==> src/rtl/uart_tx_arbiter.sv <==
// uart_tx_arbiter
//
// Shares the single UART transmitter between three byte-stream requesters:
// string printer, RX echo path and command responder. Grants go round-robin.
// Once a requester is granted, the transmitter stays locked to it until it
// presents a byte flagged as last, or until it leaves req low for too long.
// Each byte goes out as a one-cycle tx_enable pulse, and the arbiter paces
// itself on the transmitter's tx_state.
//
// Ports
//   clk        system clock
//   rst        asynchronous, active-high reset
//   req[i]     requester i presents a valid byte
//   data_in    byte of requester i on data_in[8*i+:8]
//   last[i]    presented byte is the final byte of requester i's message
//   ack[i]     one-cycle pulse: requester i's byte was taken
//   tx_state   transmitter state, 0 = idle
//   tx_data    byte to transmit
//   tx_enable  one-cycle start pulse to the transmitter
//   owner      current grant/lock holder 0..2, 3 = none
//   busy       high in every state except IDLE
//
// state      | meaning
// -----------+--------------------------------------------------------------
// IDLE       | no owner; grant round-robin once the transmitter is idle
// ISSUE      | tx_enable/ack pulse cycle
// WAIT_START | wait for the transmitter to leave idle
// WAIT_DONE  | wait for the transmitter to return to idle
// HOLD       | locked to owner; wait for its next byte or time out
module uart_tx_arbiter #(
    parameter int HOLD_TIMEOUT = 255
) (
    input  logic        clk,
    input  logic        rst,
    input  logic [2:0]  req,
    input  logic [23:0] data_in,
    input  logic [2:0]  last,
    output logic [2:0]  ack,
    input  logic [1:0]  tx_state,
    output logic [7:0]  tx_data,
    output logic        tx_enable,
    output logic [1:0]  owner,
    output logic        busy
);

    localparam logic [7:0] TIMEOUT = 8'(HOLD_TIMEOUT);

    typedef enum logic [2:0] {IDLE, ISSUE, WAIT_START, WAIT_DONE, HOLD} state_t;

    state_t     state, state_n;
    logic [1:0] rr_last, rr_last_n;
    logic [1:0] owner_n;
    logic       lock_end, lock_end_n;
    logic [7:0] hold_cnt, hold_cnt_n;
    logic [7:0] tx_data_n;
    logic       tx_enable_n;
    logic [2:0] ack_n;
    logic       busy_n;

    logic [1:0] grant;
    logic [1:0] sel;
    logic [7:0] sel_byte;
    logic       sel_last;
    logic       req_owner;

    // Round-robin search starting at (rr_last + 1) mod 3. It is only used
    // when req is nonzero.
    always_comb begin
        grant = 2'd0;
        case (rr_last)
            2'd0:    grant = req[1] ? 2'd1 : (req[2] ? 2'd2 : 2'd0);
            2'd1:    grant = req[2] ? 2'd2 : (req[0] ? 2'd0 : 2'd1);
            default: grant = req[0] ? 2'd0 : (req[1] ? 2'd1 : 2'd2);
        endcase
    end

    // In HOLD the byte comes from the lock owner, and in IDLE it comes from the
    // fresh grant.
    always_comb begin
        sel      = (state == HOLD) ? owner : grant;
        sel_byte = data_in[7:0];
        sel_last = last[0];
        case (sel)
            2'd1:    begin sel_byte = data_in[15:8];  sel_last = last[1]; end
            2'd2:    begin sel_byte = data_in[23:16]; sel_last = last[2]; end
            default: begin sel_byte = data_in[7:0];   sel_last = last[0]; end
        endcase
    end

    always_comb begin
        case (owner)
            2'd0:    req_owner = req[0];
            2'd1:    req_owner = req[1];
            2'd2:    req_owner = req[2];
            default: req_owner = 1'b0;
        endcase
    end

    always_comb begin
        state_n     = state;
        owner_n     = owner;
        rr_last_n   = rr_last;
        lock_end_n  = lock_end;
        hold_cnt_n  = hold_cnt;
        tx_data_n   = tx_data;
        tx_enable_n = 1'b0;
        ack_n       = 3'b000;
        case (state)
            IDLE: begin
                if (tx_state == 2'd0 && req != 3'b000) begin
                    tx_data_n   = sel_byte;
                    owner_n     = grant;
                    rr_last_n   = grant;
                    lock_end_n  = sel_last;
                    tx_enable_n = 1'b1;
                    ack_n       = 3'b001 << grant;
                    state_n     = ISSUE;
                end
            end
            ISSUE: begin
                state_n = WAIT_START;
            end
            WAIT_START: begin
                // A transmitter that has not left idle yet must not be read
                // as a finished byte.
                if (tx_state != 2'd0) begin
                    state_n = WAIT_DONE;
                end
            end
            WAIT_DONE: begin
                if (tx_state == 2'd0) begin
                    if (lock_end) begin
                        owner_n = 2'd3;
                        state_n = IDLE;
                    end else begin
                        hold_cnt_n = 8'd0;
                        state_n    = HOLD;
                    end
                end
            end
            HOLD: begin
                if (req_owner) begin
                    tx_data_n   = sel_byte;
                    lock_end_n  = sel_last;
                    tx_enable_n = 1'b1;
                    ack_n       = 3'b001 << owner;
                    state_n     = ISSUE;
                end else if (hold_cnt == TIMEOUT) begin
                    owner_n = 2'd3;
                    state_n = IDLE;
                end else begin
                    hold_cnt_n = hold_cnt + 8'd1;
                end
            end
            default: begin
                owner_n = 2'd3;
                state_n = IDLE;
            end
        endcase
        busy_n = (state_n != IDLE);
    end

    always_ff @(posedge clk or posedge rst) begin
        if (rst) begin
            state     <= IDLE;
            owner     <= 2'd3;
            rr_last   <= 2'd2;
            lock_end  <= 1'b0;
            hold_cnt  <= 8'd0;
            tx_data   <= 8'd0;
            tx_enable <= 1'b0;
            ack       <= 3'b000;
            busy      <= 1'b0;
        end else begin
            state     <= state_n;
            owner     <= owner_n;
            rr_last   <= rr_last_n;
            lock_end  <= lock_end_n;
            hold_cnt  <= hold_cnt_n;
            tx_data   <= tx_data_n;
            tx_enable <= tx_enable_n;
            ack       <= ack_n;
            busy      <= busy_n;
        end
    end

endmodule

==> config.mk <==
export PLATFORM = sky130hd
export DESIGN_NAME = uart_tx_arbiter
export DESIGN_NICKNAME = d
export VERILOG_FILES = /design/src/rtl/uart_tx_arbiter.sv
export SDC_FILE = /design/constraint.sdc
export NUM_CORES = 1
export LEC_CHECK = 0
export ABC_AREA = 1
export ABC_CLOCK_PERIOD_IN_PS = 1950
export BUFFER_PORTS_ARGS = -buffer_cell sky130_fd_sc_hd__buf_2
export CAP_MARGIN = 10
export CORE_MARGIN = 4
export CORE_UTILIZATION = 25
export DETAILED_ROUTE_END_ITERATION = 8
export HOLD_SLACK_MARGIN = 0.1
export SYNTH_ARGS = -nofsm -noshare
export SYNTH_HDL_FRONTEND = slang
export SYNTH_SLANG_ARGS = --single-unit
export TNS_END_PERCENT = 100
==> constraint.sdc <==
create_clock -name clk -period 1.95 [get_ports clk]
set_input_delay 0.4875 -clock clk [delete_from_list [all_inputs] [get_ports clk]]
set_output_delay 0.4875 -clock clk [all_outputs]
set_load 0.02 [all_outputs]
==> impl_metrics.csv <==
group,metric,value,unit
run_status,status,"completed",
clocking,clock_latency,0.28,ns
routing,drt_iter0_drc,50,
power,power_leakage,1.246,nW
sta,slew_viol_final,0,
synthesis,seq_area_frac_synth,41.44,%
global_route,grt_pass1_wl,7.182,mm
cells_and_area,diodes,0,
global_route,grt_max_degree,30,
place,globalplace.congestion,0.8596,
cells_and_area,nNetsFinal,337,
place,portBuffers,48,
floorplan,die_x,91.92,um
clocking,htreeDepth,2,
setup_path,rrSetupSlack,0.15,ns
synthesis,mappedNetlistArea,0.001760,sq mm
setup_path,cp-start-kind,"flip-flop",
sta,worst_pin_slew,0.3718,ns
routing,wire_per_inst,10.84,um
clocking,cts_tree,"yes",
cells_and_area,fill_cells,767,
routing,num_vias,1673,
setup_path,rr_endpoint,"lock_end$_DFFE_PP0P_",
synthesis,synthCells,235,
setup_path,r2r_start,"rr_last[1]$_DFFE_PP1P_",
synthesis,avgSynthCellArea,7.491,sq um
setup_path,end_kind,"flip-flop",
global_route,grt_pass1_vias,1653,
synthesis,synth_fp_nets,272,
clocking,cts_inserted_buffers,5,
clocking,postCtsHoldBufs,0,
sta,relSlewSlack,75.21,%
setup_path,crit_type,"reg2reg",
cells_and_area,final_util,34.25,%
power,p_per_area,1273,mW/mm^2
power,p_total,2.979,mW
clocking,clk_path_buf_depth,2,
clocking,cts_setup_buffers,0,
place,hpwlAfterDp,3.229,mm
routing,drc,0,
setup_path,crit_path_max_fanout,9,
setup_path,worstPathArrival,1.97,ns
cells_and_area,area_growth,32.91,%
cells_and_area,fin_cells,397,
floorplan,core_region_area,0.006832,sq mm
floorplan,fp.dieH,91.92,um
setup_path,rr_worst_depth,12,
sta,final.setup_skew,0.003848,ns
job,cap_violations,0,
synthesis,synth.distinct_cells,28,
global_route,antenna_found_initial,0,
floorplan,die_area,0.008448,sq mm
place,place_ws,-0.1455,ns
sta,fin_crit,1.804,ns
clocking,root_buffer,"clkbuf_8",
synthesis,yosysWarningCount,0,
sta,fin_crit_sh,92.52,%
sta,max_freq,554.3,MHz
clocking,numClockSinks,29,
global_route,grt.total_usage,10.78,%
synthesis,ys_ff_latch,29,
floorplan,ios,49,
routing,dr.pass1.iters,4,
sta,fin_tns_setup,0,ns
setup_path,worstPathRequired,2.12,ns
clocking,clk_pin_slew,0.06,ns
sta,finalHoldViolCount,0,
hold_path,hold_path.class,"in2async",
cells_and_area,drive_gt1_share,33.89,%
power,ir_drop,0.3957,mV
routing,drt_wl_total,4.302,mm
floorplan,num_rows,30,
place,post-place-cells,388,
sta,setup-violations-final,0,
floorplan,start_util,25.77,%
sta,rsz0062_at_grt,"no",
routing,antenna_left,0,
sta,setup_ws,0.1458,ns
routing,vias_per_cell,4.214,
global_route,grt-ovfl-total,0,
sequential cells by signal (all words and copies together) (netlist names):
signal / count
rr_last: 2
tx_data: 8
lock_end: 1
owner: 2
state: 3
ack: 3
tx_enable: 1
hold_cnt: 8
busy: 1
per-stage QoR:
step / instance area (sq um) / hold WS (ns)
detailed placement: 2187 / 0.4629
global placement: 2187 / 0.4592
CTS: 2291 / 0.2832
floorplan: 1760 / 0.4498
finish: 2340 / 0.2686
global route: 2340 / 0.3140
routing by layer:
| metal | vias up | GRT usage (%) | wire, um |
|---|---|---|---|
| met5 | - | 0 | 0 |
| met4 | 0 | 4.950 | 67 |
| met3 | 5 | 3.692 | 195 |
| met2 | 34 | 18.19 | 2137 |
| met1 | 755 | 12.23 | 1901 |
| li1 | 879 | - | - |
synth_stat cells:
library cell	number	share of area, %
a21oi_1	1	0.28
a22o_1	9	4.5
buf_2	1	0.28
buf_6	1	0.64
buf_8	1	0.85
clkbuf_1	2	0.43
clkinv_1	1	0.21
dfrtp_1	26	37
dfstp_2	3	4.5
ha_1	3	2.1
inv_1	21	4.5
inv_2	2	0.43
inv_6	1	0.50
nand2_1	95	20
nand2_2	3	1.1
nand2_4	4	2.6
nand3_1	18	5.1
nand3_2	1	0.57
nand3b_1	1	0.43
nand4_1	4	1.4
nor2_1	13	2.8
nor2_2	2	0.71
nor2_4	1	0.64
o21ai_0	8	2.3
o21ai_2	6	3.0
o21bai_1	4	1.7
or2_2	1	0.36
xor2_1	2	1.0
critical path: stages (launching register included):
cell     delay, ns
dfstp_2       0.57
inv_2         0.06
nand4_1       0.10
nand3_2       0.08
nand2_1       0.06
o21ai_1       0.07
buf_4         0.15
ha_4          0.18
a22o_1        0.20
nand2_1       0.06
nand2_1       0.05
nand2_1       0.05
nand2_1       0.05
area by class of cell:
class	instances	area (sq um)	share of cell area (%)
clock inverter	1	5.005	0.2139
inverter	25	102.6	4.385
sequential	29	729.5	31.18
clock buffer	7	96.34	4.118
multi-input combinational	176	933.4	39.89
tap	96	120.1	5.134
timing repair inverter	1	7.507	0.3209
timing repair buffer	62	345.3	14.76
worst max-delay path by stage:
stage                                      start                     end  slack, ns  cells past startpoint
after floorplan                           req[2]    lock_end$_DFFE_PP0P_       0.02                     13
after global placement                    req[2]    lock_end$_DFFE_PP0P_      -0.10                     13
after detailed placement                  req[2]  tx_data[6]$_DFFE_PP0P_      -0.15                     13
after CTS                 rr_last[1]$_DFFE_PP1P_  tx_data[6]$_DFFE_PP0P_      0.007                     11
after global routing          state[1]$_DFF_PP0_    lock_end$_DFFE_PP0P_       0.01                     12
final                     rr_last[1]$_DFFE_PP1P_    lock_end$_DFFE_PP0P_       0.15                     12
cells in the final DEF, fill, tap and decap left out, drive strengths merged:
cell,netlist,layout
clkinv,1,1
o21ai,14,14
buf,3,62
nand3b,1,1
nand4,4,4
dfrtp,26,26
a22o,9,9
xor2,2,2
or2,1,1
o21bai,4,4
dfstp,3,3
nor2,16,16
ha,3,3
nand3,19,19
a21oi,1,1
clkinvlp,0,2
inv,24,24
clkbuf,2,7
nand2,102,102
report_power, final:
part,internal [mW],switching [mW],leakage (nW)
logic,0.589,0.875,0.820
registers,0.816,0.152,0.371
clock network,0.318,0.228,0.0542
total,1.72,1.25,1.25
repair_timing:
item	4_1_cts	5_1_grt
resized for setup	1	11
gates cloned	0	1
setup endpoints to repair	9	9
pin swaps	0	1
endpoints found under the hold margin	0	0
cell families (layout without fill, tap and decap cells):
logic type | after synthesis | in the layout | share of synthesized area, %
compound gates | 28 | 28 | 11.73
xor+xnor | 2 | 2 | 0.9952
fa+ha+maj | 3 | 3 | 2.132
buf+inv | 30 | 96 | 7.818
flops | 29 | 29 | 41.44
simple gates | 143 | 143 | 35.89
Power figures use the tool's default switching activity.
